[src/rtl/neo_bus_arbiter.sv]
// neo_bus_arbiter: hands the 68k bus to an external master (loader/DMA).
// Sequence: request bus (nBR), wait for grant (nBG), wait for the bus to go
// idle (nAS high for IDLE_SAMPLES cycles), own it (nBGACK/GNT), give the master
// one cycle to tristate, then hold the CPU on the bus for COOLDOWN cycles.
// Optional watchdog: define NEO_BUS_ARB_WATCHDOG_EN to force release after
// MAX_HOLD owned cycles (TIMEOUT pulse, REQ must drop before re-request).
`timescale 1ns/1ps
module neo_bus_arbiter #(
  parameter int unsigned COOLDOWN     = 8,
  parameter int unsigned MAX_HOLD     = 4096,
  parameter int unsigned IDLE_SAMPLES = 2
) (
  input  logic CLK_24M,
  input  logic nRESET,
  input  logic REQ,
  output logic GNT,
  output logic nBR,
  output logic nBGACK,
  input  logic nBG,
  input  logic nAS,
  output logic TIMEOUT,
  output logic BUSY
);

  // Counters only ever need to reach PARAM-1: the state moves on instead of
  // incrementing past that value, which also makes them saturate.
  localparam int unsigned IW = (IDLE_SAMPLES > 1) ? $clog2(IDLE_SAMPLES) : 1;
  localparam int unsigned CW = (COOLDOWN > 1) ? $clog2(COOLDOWN) : 1;
  localparam logic [IW-1:0] IDLE_LAST = IW'(IDLE_SAMPLES - 1);
  localparam logic [CW-1:0] CD_LAST   = CW'(COOLDOWN - 1);

  if (COOLDOWN < 1 || IDLE_SAMPLES < 1 || MAX_HOLD < 1) begin : g_bad_params
    $error("neo_bus_arbiter: COOLDOWN, IDLE_SAMPLES and MAX_HOLD must be >= 1");
  end

  typedef enum logic [2:0] {
    ST_IDLE,
    ST_REQUEST,
    ST_WAIT_IDLE,
    ST_OWN,
    ST_RELEASE,
    ST_COOLDOWN
  } state_t;

  state_t        state_q, state_d;
  logic [IW-1:0] idle_cnt_q, idle_cnt_d;
  logic [CW-1:0] cd_cnt_q, cd_cnt_d;
  logic          settled_q;
  logic          gnt_q, nbr_q, nbgack_q, busy_q;
  logic          req_ok;

`ifdef NEO_BUS_ARB_WATCHDOG_EN
  localparam int unsigned HW = (MAX_HOLD > 1) ? $clog2(MAX_HOLD) : 1;
  localparam logic [HW-1:0] HOLD_LAST = HW'(MAX_HOLD - 1);
  logic [HW-1:0] hold_cnt_q, hold_cnt_d;
  logic          need_low_q, need_low_d;
  logic          timeout_q, timeout_d;

  assign req_ok  = REQ & settled_q & ~need_low_q;
  assign TIMEOUT = timeout_q;
`else
  assign req_ok  = REQ & settled_q;
  assign TIMEOUT = 1'b0;
`endif

  assign GNT    = gnt_q;
  assign nBR    = nbr_q;
  assign nBGACK = nbgack_q;
  assign BUSY   = busy_q;

  // Next-state and counter logic; counters clear whenever their state is left.
  always_comb begin
    state_d    = state_q;
    idle_cnt_d = '0;
    cd_cnt_d   = '0;
`ifdef NEO_BUS_ARB_WATCHDOG_EN
    hold_cnt_d = '0;
    timeout_d  = 1'b0;
    need_low_d = need_low_q & REQ;
`endif
    unique case (state_q)
      ST_IDLE: begin
        if (req_ok) state_d = ST_REQUEST;
      end
      ST_REQUEST: begin
        if (!REQ)      state_d = ST_IDLE;
        else if (!nBG) state_d = ST_WAIT_IDLE;
      end
      ST_WAIT_IDLE: begin
        if (!REQ) begin
          state_d = ST_IDLE;
        end else if (nAS) begin
          if (idle_cnt_q >= IDLE_LAST) state_d    = ST_OWN;
          else                         idle_cnt_d = idle_cnt_q + 1'b1;
        end
      end
      ST_OWN: begin
        if (!REQ) begin
          state_d = ST_RELEASE;
        end
`ifdef NEO_BUS_ARB_WATCHDOG_EN
        else if (hold_cnt_q >= HOLD_LAST) begin
          state_d    = ST_RELEASE;
          timeout_d  = 1'b1;
          need_low_d = 1'b1;
        end else begin
          hold_cnt_d = hold_cnt_q + 1'b1;
        end
`endif
      end
      ST_RELEASE: begin
        state_d = ST_COOLDOWN;
      end
      ST_COOLDOWN: begin
        if (cd_cnt_q >= CD_LAST) state_d  = ST_IDLE;
        else                     cd_cnt_d = cd_cnt_q + 1'b1;
      end
      default: state_d = ST_IDLE;
    endcase
  end

  // State, counters and registered outputs decoded from the next state.
  always_ff @(posedge CLK_24M or negedge nRESET) begin
    if (!nRESET) begin
      state_q    <= ST_IDLE;
      idle_cnt_q <= '0;
      cd_cnt_q   <= '0;
      settled_q  <= 1'b0;
      gnt_q      <= 1'b0;
      nbr_q      <= 1'b1;
      nbgack_q   <= 1'b1;
      busy_q     <= 1'b0;
`ifdef NEO_BUS_ARB_WATCHDOG_EN
      hold_cnt_q <= '0;
      need_low_q <= 1'b0;
      timeout_q  <= 1'b0;
`endif
    end else begin
      state_q    <= state_d;
      idle_cnt_q <= idle_cnt_d;
      cd_cnt_q   <= cd_cnt_d;
      settled_q  <= 1'b1;
      gnt_q      <= (state_d == ST_OWN);
      nbr_q      <= !((state_d == ST_REQUEST) || (state_d == ST_WAIT_IDLE));
      nbgack_q   <= !((state_d == ST_OWN) || (state_d == ST_RELEASE));
      busy_q     <= (state_d != ST_IDLE);
`ifdef NEO_BUS_ARB_WATCHDOG_EN
      hold_cnt_q <= hold_cnt_d;
      need_low_q <= need_low_d;
      timeout_q  <= timeout_d;
`endif
    end
  end

endmodule

[config.mk]
export PLATFORM = sky130hd
export DESIGN_NAME = neo_bus_arbiter
export DESIGN_NICKNAME = d
export VERILOG_FILES = /design/src/rtl/neo_bus_arbiter.sv
export SDC_FILE = /design/constraint.sdc
export NUM_CORES = 1
export LEC_CHECK = 0
export BUFFER_PORTS_ARGS = -buffer_cell sky130_fd_sc_hd__buf_4
export CORE_MARGIN = 8
export CORE_UTILIZATION = 38
export DETAILED_ROUTE_END_ITERATION = 10
export GPL_TIMING_DRIVEN = 0
export REMOVE_ABC_BUFFERS = 1
export SLEW_MARGIN = 0
export SYNTH_ARGS = -nofsm -noshare
export SYNTH_HDL_FRONTEND = slang
export SYNTH_SLANG_ARGS = --single-unit
[constraint.sdc]
create_clock -name CLK_24M -period 1.45 [get_ports CLK_24M]
set_clock_uncertainty 0.15 [all_clocks]
set_input_delay 0.0725 -clock CLK_24M [delete_from_list [all_inputs] [get_ports CLK_24M]]
set_output_delay 0.0725 -clock CLK_24M [all_outputs]
set_load 0.02 [all_outputs]
After elaboration in Yosys (flattened, before gate mapping):

Cells that the tools add are included.

* register bits after elaboration: 12
* word-level logic and storage cells: 43

* add/subtract/negate cells: 2
* magnitude comparators: 2
* equal/unequal tests: 9
* muxes and demuxes: 15
* bitwise logic cells: 1
* reduce and logical (&&, ||, !) cells: 6

Operator list (number)
* 3-bit 2-to-1 mux: 10
* 3-bit case mux with 6 select lines: 1
* 3-bit by 2-bit equality test with 1-bit output (second input constant): 4
* 3-bit equality test (second input constant): 3
* 3-bit by 1-bit equality test with 1-bit output (second input constant): 2
* 1-bit 2-to-1 mux: 4
* 3-bit by 1-bit adder with 3-bit output (second input constant): 1
* 3-bit >= comparator (second input constant): 1
* 3-bit logical NOT: 1
* 3-bit nonzero test: 1
* 1-bit logical NOT: 2
* 1-bit logical OR: 2
* 1-bit adder (second input constant): 1
* 1-bit bitwise AND: 1
* 1-bit >= comparator (second input constant): 1

Longest topological paths before layout:

Gate-level depths: netlist (run 1).

* depth in word-level cells: 8
* depth in mapped cells: 5
* mapped depth without buffers: 5

Worst setup path before layout (run 1):

OpenSTA, ideal clock, no wires.

* path kind: reg2reg
* start point: register cd_cnt_q[0]
* end point: register cd_cnt_q[1]
* setup time: 66 ps
* arrival: 1220 ps
* setup slack: 15 ps
* stages on the path, launching flop included: 6
* clock period less this slack: 1435 ps
* cell sequence: dfrtp_1 ha_1 ha_1 nand4bb_1 a31oi_1 and2_1

* word-level cells in the longest chain between the ends: 3
* elaborated cells on any way between the ends: 4
* those cells by class: add/sub (1); order compare (1); mux (2)

Ends and longest elaborated chain
* start, declared: RTL line 47 `logic [CW-1:0] cd_cnt_q, cd_cnt_d;`
* start signal, assigned: RTL line 141 `cd_cnt_q <= cd_cnt_d;`
* 3-bit by 1-bit adder with 3-bit output / 3-bit >= comparator (equally long branches): RTL line 116, 115
* 3-bit 2-to-1 mux (*): RTL line 115 `if (cd_cnt_q >= CD_LAST) state_d = ST_IDLE;`
* 3-bit 2-to-1 mux (*): RTL line 81 `unique case (state_q)`
* named net cd_cnt_d[1]: RTL line 47

The timed path passes the listed nets; every way through them passes the cells marked *.

Worst setup path in the final report (run 1):

Same ends and word-level chain as after synthesis.

==> results of run 1 <==
## flip-flops by register name, summed over array words and instances, names as in the netlist
register and count:
BUSY 1, GNT 1, cd_cnt_q 3, idle_cnt_q 1, nBGACK 1, nBR 1
settled_q 1, state_q 3
## how the worst max path moves through the flow
stage	cells after the start	to	startpoint	slack (ns)
after floorplan	5	cd_cnt_q[1]$_DFF_PN0_	cd_cnt_q[0]$_DFF_PN0_	0.009
after global placement	5	cd_cnt_q[2]$_DFF_PN0_	cd_cnt_q[0]$_DFF_PN0_	-0.10
after detailed placement	5	cd_cnt_q[1]$_DFF_PN0_	cd_cnt_q[0]$_DFF_PN0_	-0.09
after CTS	5	cd_cnt_q[2]$_DFF_PN0_	cd_cnt_q[0]$_DFF_PN0_	-0.04
after global routing	5	cd_cnt_q[1]$_DFF_PN0_	cd_cnt_q[0]$_DFF_PN0_	-0.07
final	5	cd_cnt_q[1]$_DFF_PN0_	cd_cnt_q[0]$_DFF_PN0_	-0.02
## kinds of logic (layout without fill, tap and decap cells)
group	Yosys count	count (layout)	synth area share, %
fa+ha+maj	2	2	4.66
buf+inv	4	21	4.90
flops	12	12	56.4
compound gates	8	8	10.5
other cells	2	2	1.40
simple gates	19	19	20.3
mux	1	1	1.86
## where the power goes
| group | total (mW) | switching (mW) | leakage [nW] | internal [mW] |
|---|---|---|---|---|
| combinational | 0.276 | 0.133 | 0.184 | 0.143 |
| sequential | 0.494 | 0.0877 | 0.153 | 0.407 |
| clock | 0.263 | 0.111 | 0.0210 | 0.153 |
## area by class of cell
class | count | share of cell area, %
multi-input cells | 32 | 34.6
inverters | 2 | 1.00
repair buffers | 15 | 16.4
clock buffers | 4 | 4.85
well taps | 15 | 2.51
flip-flops and latches | 12 | 40.6
## per-stage QoR
step                      setup TNS, ns  power, mW
final                           -0.0401       1.03
after global routing             -0.133       1.10
after CTS                       -0.0867       1.00
after detailed placement         -0.178      0.716
after global placement           -0.205      0.715
after floorplan                       0      0.621
## worst max-delay path, cell delays in order (launching register included)
cell       delay, ns
dfrtp_1         0.40
ha_2            0.20
ha_4            0.15
nand4bb_4       0.20
a31oi_4         0.16
and2_4          0.15
## placed cells by master, fill, tap and decap left out, types with 2 or more instances in the layout
master / synthesis / layout
buf_4: 1 / 11
nand2_1: 2 / 2
conb_1: 2 / 2
clkbuf_4: 0 / 3
nand3_1: 2 / 2
nor3_1: 2 / 2
inv_1: 2 / 2
dfrtp_1: 10 / 9
dfstp_2: 2 / 2
dlygate4sd3_1: 0 / 4
nor2_1: 4 / 3
## repair_timing
item / 4_1_cts / 5_1_grt
gates cloned: 0 / 0
endpoints found under the setup margin: 3 / 3
hold endpoints to repair: 19 / 0
setup buffers: 2 / 1
pin swaps: 4 / 3
gates resized for setup: 3 / 7
hold buffers: 4 / 0
## per-layer routing
metal / wire length (microns) / GRT usage (%)
met1: 457 / 8.99
met2: 475 / 11.9
met3: 82 / 4.96
met4: 13 / 3.78
met5: 0 / 0
==> impl_metrics.ini, run 1 <==
[run_status]
status = finished with violations
violations = setup timing

[critical_path]
crit_fanout = 2
cp-end-kind = flip-flop
timing.rr.end = cd_cnt_q[1]$_DFF_PN0_
cp.required_ns = 1.51
reg2reg_from = cd_cnt_q[0]$_DFF_PN0_
crit_path_start_kind = flip-flop
arrival_ns = 1.53
worstRegToRegCells = 5
critPathKind = flip-flop to flip-flop
regToRegSetupSlack_ns = -0.02

[cells_and_area]
final_cells = 80
diodes = 0
syn2layout_area_growth_pct = 39.4
drive_gt1_share_pct = 36.9
utilization_pct = 56.8
design_area_sq_um = 748
multiInputGateArea_sq_um = 259
fill_cells = 118
ff_latch_area_sq_um = 304
nets = 73

[pwr]
power.density_nw_per_um2 = 1380
power_leakage_nw = 0.358
ir_drop_mv = 0.815

[drt]
vias = 415
firstDrtPassIters = 3
finalWirelength_microns = 1030
postRouteAntennaNets = 0
viasPerCell = 5.19
detail_route.wl_per_cell_microns = 12.9
drc_errors = 0
drtIter0Drc = 6

[synthesis]
synth_edf_count = 0
yosysTopAreaCell = dfrtp_1
synth_area_leaders = dfrtp_1 47%, dfstp_2 9.8%, ha_1 4.7%
yosysUniqueCellTypes = 28
async_flop_share_pct = 100
synth_top_area_share_pct = 46.6
ys_top_cells_by_count = 10 x dfrtp_1, 4 x nor2_1
synth_ff_type = dfrtp_1
yosys_warnings = 0
syn_avg_cell_area_sq_um = 11.2
ys_seq_area_share_pct = 56.4
synth_most_common_cell = dfrtp_1
synth_area_sq_um = 537
synthCells = 48
ys_ff_latch = 12

[clocking]
cts_buffers = 3
cts_tree = built
cts_buffer_depth = 2
clk_pin_slew_ns = 0.08
clock_sinks = 12
clockRootBuffer = clkbuf_4
cts.htree.levels = 1
insertion_delay_ns = 0.27

[flow_run]
cap_viol_max_count = 0

[timing]
maxSlewViolCount = 0
fmax_ghz = 0.678
rsz0062_at_grt = true
setup_ws_ns = -0.0250
post-route-min-period_ns = 1.47
min_period_over_period_pct = 102
hold_viol = 0
holdWs_ns = 0.0127
finalSetupViolCount = 2

[placement]
dp_hpwl_microns = 657
postPlaceCellArea_sq_um = 597
dp.cells = 69
place_ws_ns = -0.0899
routabilityCongestion = 0.762
port-buffer-count = 8

[worst_hold_path]
min_path_type = primary input to async pin

[floorplanning]
fp.dieArea_sq_um = 2870
die_y_microns = 53.6
rows = 13
coreArea_sq_um = 1320
die_w_microns = 53.6
initial_utilization_pct = 40.7
io_pins = 10

[global_routing]
grt_max_degree = 13
track_usage_pct = 8.04
grt_pass1_wl_microns = 1640
grt_pass1_vias = 375
overflow = 0
grt_antenna_before_repair = 0
(Power assumes the default switching activity.)
==> inputs of run 2 (changes only) <==
ABC_AREA = 1   (was not set)
==> run 2 against run 1 <==
The flow now finishes without violations; worst setup slack improved by 0.078 ns; combinational power up 68%; worst hold slack gained 0.016 ns; final area up 1.7%; non-clock buffer count shrank 1; critical path depth up 3; power rose by 9.4%; count of clock-buffer cells in the layout is the same; critical endpoint is now nBR$_DFF_PN1_; highest routed layer unchanged.
==> impl_metrics.ini, run 2 <==
[synthesis]
ys_top_cells_by_count = 10 x dfrtp_1, 10 x nand2_1, 5 x inv_2, 5 x nor2_1
syn_avg_cell_area_sq_um = 9.48
synth_area_leaders = dfrtp_1 43%, dfstp_2 9.1%, nand2_1 6.5%
synth_ff_type = dfrtp_1
yosysUniqueCellTypes = 18
synthCells = 61
ys_seq_area_share_pct = 52.4
ys_ff_latch = 12
yosysTopAreaCell = dfrtp_1
synth_edf_count = 0
async_flop_share_pct = 100
synth_area_sq_um = 578
yosys_warnings = 0
synth_top_area_share_pct = 43.3

[critical_path]
crit_path_start_kind = flip-flop
worstRegToRegCells = 8
regToRegSetupSlack_ns = 0.05
cpPeakStageDelay_ns = 0.39
arrival_ns = 1.45
slowest_stage = dfrtp_1
critPathKind = flip-flop to flip-flop
crit_fanout = 3
reg2reg_from = cd_cnt_q[1]$_DFF_PN0_
cp-end-kind = flip-flop
cp.required_ns = 1.50
crit_path_cell_trace = ha_2, ha_4, nor2_4, nand3_4, nand2_1, inv_2, nand3_2, nand2_2
timing.rr.end = nBR$_DFF_PN1_

[clocking]
clk_pin_slew_ns = 0.07
cts.htree.levels = 1
cts_buffer_depth = 2
insertion_delay_ns = 0.26
clock_sinks = 12
clockRootBuffer = clkbuf_4
cts_tree = built
cts_buffers = 3

[placement]
routabilityCongestion = 0.770
dp_hpwl_microns = 747
dp.cells = 84
postPlaceCellArea_sq_um = 651
port-buffer-count = 8
place_ws_ns = -0.0519

[floorplanning]
die_y_microns = 55
fp.dieArea_sq_um = 3030
die_w_microns = 55
coreArea_sq_um = 1470
io_pins = 10
initial_utilization_pct = 39.3
rows = 14

[cells_and_area]
top_regs = cd_cnt_q x3, state_q x3
utilization_pct = 51.7
final_cell_mix = 10 x dfrtp_1, 10 x nand2_1, 10 x buf_4, 5 x inv_2, 5 x nor2_1
final_cells = 94
fill_cells = 152
diodes = 0
design_area_sq_um = 761
syn2layout_area_growth_pct = 31.6
drive_gt1_share_pct = 43.6
nets = 86

[drt]
postRouteAntennaNets = 0
viasPerCell = 4.62
firstDrtPassIters = 4
drtIter0Drc = 7
drc_errors = 0
vias = 434
detail_route.wl_per_cell_microns = 11.2
finalWirelength_microns = 1060

[global_routing]
overflow = 0
track_usage_pct = 8.27
grt_pass1_vias = 408
grt_pass1_wl_microns = 1760
grt_antenna_before_repair = 0
grt_max_degree = 13

[timing]
fmax_ghz = 0.716
finalSetupViolCount = 0
maxSlewViolCount = 0
rsz0062_at_grt = false
min_period_over_period_pct = 96.4
hold_viol = 0
tns_ns = 0
post-route-min-period_ns = 1.40
setup_ws_ns = 0.0525

[worst_hold_path]
min_path_type = primary input to async pin

[pwr]
seqPwrFrac_pct = 40.9
internal_power_mw = 0.703
switching_share_pct = 37.9
p_comb_share_pct = 41.0
ir_drop_mv = 0.803
power.density_nw_per_um2 = 1490
p_clk_share_pct = 18.1
power_leakage_nw = 0.383
p_switching_mw = 0.428

[flow_run]
cap_viol_max_count = 0

[run_status]
status = completed
run 2: cell count changes after synthesis, sizes merged, moves of 2 or more:
cell,delta
nand2,+11
nor2,+5
and2,-2
nor3,-2
inv,+7
nand3,+4
run 2: per-stage QoR:
stage / hold WS, ns / power [mW]
5_1_grt: 0.0209 / 1.24
4_1_cts: 0.0196 / 1.11
6_report: 0.0282 / 1.13
2_1_floorplan: -0.373 / 0.771
3_5_place_dp: -0.228 / 0.883
3_3_place_gp: -0.228 / 0.882
run 2: power groups by stage:
stage	registers [mW]	logic, mW	clock network, mW
2_1_floorplan	0.501	0.271	0
5_1_grt	0.469	0.521	0.247
3_5_place_dp	0.467	0.416	0
4_1_cts	0.460	0.435	0.220
6_report	0.462	0.464	0.205
3_3_place_gp	0.468	0.415	0
run 2: metal layers:
layer / GRT usage [%] / vias up / wire [microns]
li1: - / 223 / -
met1: 9.66 / 203 / 479
met2: 12.6 / 6 / 501
met3: 4.01 / 2 / 64
met4: 3.60 / 0 / 9
met5: 0 / - / 0
run 2: logic make-up after synthesis:
family | share of synthesized area [%]
other | 1.30
adders and majority gates | 4.33
DFF | 52.4
and+or+nand+nor | 29.7
buffers and inverters | 7.14
AOI/OAI and AO/OA | 5.20
run 2: layout make-up:
type | count | area (sq um) | share of cell area [%]
repair buffers | 14 | 116 | 15.3
well taps | 16 | 20.0 | 2.63
flip-flops and latches | 12 | 303 | 39.8
clock buffers | 4 | 26.3 | 3.45
inverters | 9 | 33.8 | 4.44
multi-input cells | 39 | 262 | 34.4
run 2: worst max-delay path, delay by kind of cell (launching register included):
kind	cells	cell delay (ns)
fa+ha+maj	2	0.36
buf+inv	1	0.05
simple gates	5	0.38
flops	1	0.39
run 2: worst max path at each step:
stage / from / endpoint
after floorplan: cd_cnt_q[0]$_DFF_PN0_ / nBR$_DFF_PN1_
after global placement: cd_cnt_q[0]$_DFF_PN0_ / nBR$_DFF_PN1_
after detailed placement: cd_cnt_q[0]$_DFF_PN0_ / nBR$_DFF_PN1_
after CTS: cd_cnt_q[0]$_DFF_PN0_ / nBR$_DFF_PN1_
after global routing: cd_cnt_q[1]$_DFF_PN0_ / nBR$_DFF_PN1_
final: cd_cnt_q[1]$_DFF_PN0_ / nBR$_DFF_PN1_
run 2: what timing repair did:
item,4_1_cts,5_1_grt
cloned,0,0
hold endpoints to repair,15,0
gates resized for setup,0,6
endpoints found under the setup margin,3,6
buffers inserted,2,1
hold buffers,3,0
pin swaps,1,3
==> inputs of run 3 (changes only) <==
CORE_AREA = 8 8 45 47   (was not set)
CORE_MARGIN = not set   (was 8)
CORE_UTILIZATION = not set   (was 38)
DIE_AREA = 0 0 53 55   (was not set)
PLACE_DENSITY = 0.67   (was not set)
RECOVER_POWER = 100   (was not set)
==> run 3 against run 2 <==
Die area is 3.6% lower; global-route usage shrank 0.16 points; worst setup slack lost 0.013 ns; final cell count rose by 1.1%; flip-flop and latch count stayed put; largest cell class unchanged; fmax shrank 0.92%; wire length decreased by 0.85%; power increased by 3.1%; final area grew 0.49%; via count rose by 1.6%.
==> impl_metrics.ini, run 3 (synthesis gave the netlist of run 2 again) <==
[timing]
slew_headroom_pct = 58.6
maxSlewViolCount = 0
min_period_over_period_pct = 97.3
post-route-min-period_ns = 1.41
setup_ws_ns = 0.0395
hold_viol = 0
worst_pin_slew_ns = 0.620
fmax_ghz = 0.709
finalSetupViolCount = 0
rsz0062_at_grt = true

[cells_and_area]
fill_cells = 121
final_cell_mix = 10 x dfrtp_1, 9 x nand2_1, 6 x buf_4, 5 x inv_2, 5 x clkbuf_1
utilization_pct = 55.2
diodes = 0
final_common_cell = dfrtp_1
syn2layout_area_growth_pct = 32.3
drive_gt1_share_pct = 41.8
nets = 87
top_regs = cd_cnt_q x3, state_q x3

[critical_path]
critical_path.startpoint = cd_cnt_q[0]$_DFF_PN0_
cpPeakStageDelay_ns = 0.40
cp-end-kind = flip-flop
crit_path_cell_trace = ha_2, ha_4, nor2_4, nand3_4, nand2_2, inv_2, nand3_2, nand2_2
critPathKind = flip-flop to flip-flop
path_buf_inv = 1
reg2reg_from = cd_cnt_q[0]$_DFF_PN0_
crit_fanout = 4
cp.required_ns = 1.51
arrival_ns = 1.47
crit_path_start_kind = flip-flop
slowest_stage = dfrtp_1
crit_family = flip-flops
crit_top_cell = nand2_2

[pwr]
power_leakage_nw = 0.376
finalPower_mw = 1.17
ir_drop_mv = 0.658
power.density_nw_per_um2 = 1530

[flow_run]
cap_viol_max_count = 0

[clocking]
cts.htree.levels = 1
cts_buffers = 3
clk_pin_slew_ns = 0.08
clockRootBuffer = clkbuf_4
cts_buffer_depth = 2
cts_tree = built
clock_sinks = 12
insertion_delay_ns = 0.27

[global_routing]
grt_max_degree = 13
grt_pass1_vias = 455
busiest_layer = met2
grtUsageMet3_pct = 2.14
grt_use_met1_pct = 9.22
grt_antenna_before_repair = 0
overflow = 0
grt_use_met2_pct = 12.7
grt_pass1_wl_microns = 1750
track_usage_pct = 8.11

[placement]
routabilityCongestion = 0.746
port-buffer-count = 8
place_ws_ns = -0.0654
dp_hpwl_microns = 757

[floorplanning]
io_pins = 10
initial_utilization_pct = 41.8
coreArea_sq_um = 1380
fp.dieArea_sq_um = 2920
die_y_microns = 55
rows = 14
die_w_microns = 53

[drt]
detail_route.wl_per_cell_microns = 11.0
drc_errors = 0
drtIter0Drc = 7
vias = 441
viasPerCell = 4.64
postRouteAntennaNets = 0
finalWirelength_microns = 1050
firstDrtPassIters = 4

[run_status]
status = completed

[worst_hold_path]
hold_start = nBG
min_path_type = primary input to flip-flop
==> run 3: per-stage QoR <==
step / instances / setup TNS, ns / hold WS [ns] / area (sq um)
final: 95 / 0 / 0.0768 / 764
after global routing: 95 / -0.0380 / 0.0985 / 764
after CTS: 94 / 0 / 0.0221 / 742
after detailed placement: 84 / -0.124 / -0.233 / 651
after global placement: 84 / -0.0680 / -0.235 / 651
after floorplan: 60 / 0 / -0.373 / 571
==> run 3: routing by layer <==
layer / part of all wire [%] / wire [microns] / up-vias
met5: 0 / 0 / -
met4: 0 / 0 / 0
met3: 4.4 / 46 / 0
met2: 49 / 515 / 8
met1: 46 / 485 / 209
li1: - / - / 224
==> run 3: path summary, 6_finish.rpt <==
kind / endpoint / slack, ns / depth (start not counted)
min reg2reg: idle_cnt_q$_DFF_PN0_ / 0.30 / 1
max in group asynchronous: GNT$_DFF_PN0_ / 0.57 / 2
min: state_q[1]$_DFF_PN0_ / 0.08 / 5
max reg2reg: nBR$_DFF_PN1_ / 0.04 / 8
max: nBR$_DFF_PN1_ / 0.04 / 8
min in group asynchronous: cd_cnt_q[1]$_DFF_PN0_ / 0.17 / 2
==> run 3: worst min-delay path, delay by kind of cell <==
family | cells | cell delay [ns]
and+or+nand+nor | 3 | 0.26
buffers and inverters | 2 | 0.13
==> run 3: cell type report <==
class                           count  area, sq um  share of cell area, %
Timing Repair Buffer               15          105                   13.7
Multi-Input combinational cell     39          267                   34.9
Sequential cell                    12          303                   39.6
Inverter                            9         33.8                   4.42
Clock buffer                        4         36.3                   4.75
Tap cell                           16         20.0                   2.62
==> run 3: what timing repair did <==
item	4_1_cts	5_1_grt
pin swaps	3	3
setup buffers	3	1
resized for setup	1	7
endpoints found under the hold margin	16	0
hold buffers	3	0
cloned	0	0
endpoints found under the setup margin	3	6
==> run 3: power breakdown <==
part | switching (mW) | total (mW) | internal, mW
sequential | 0.0471 | 0.461 | 0.414
combinational | 0.285 | 0.440 | 0.155
clock | 0.113 | 0.265 | 0.153
total | 0.445 | 1.17 | 0.722
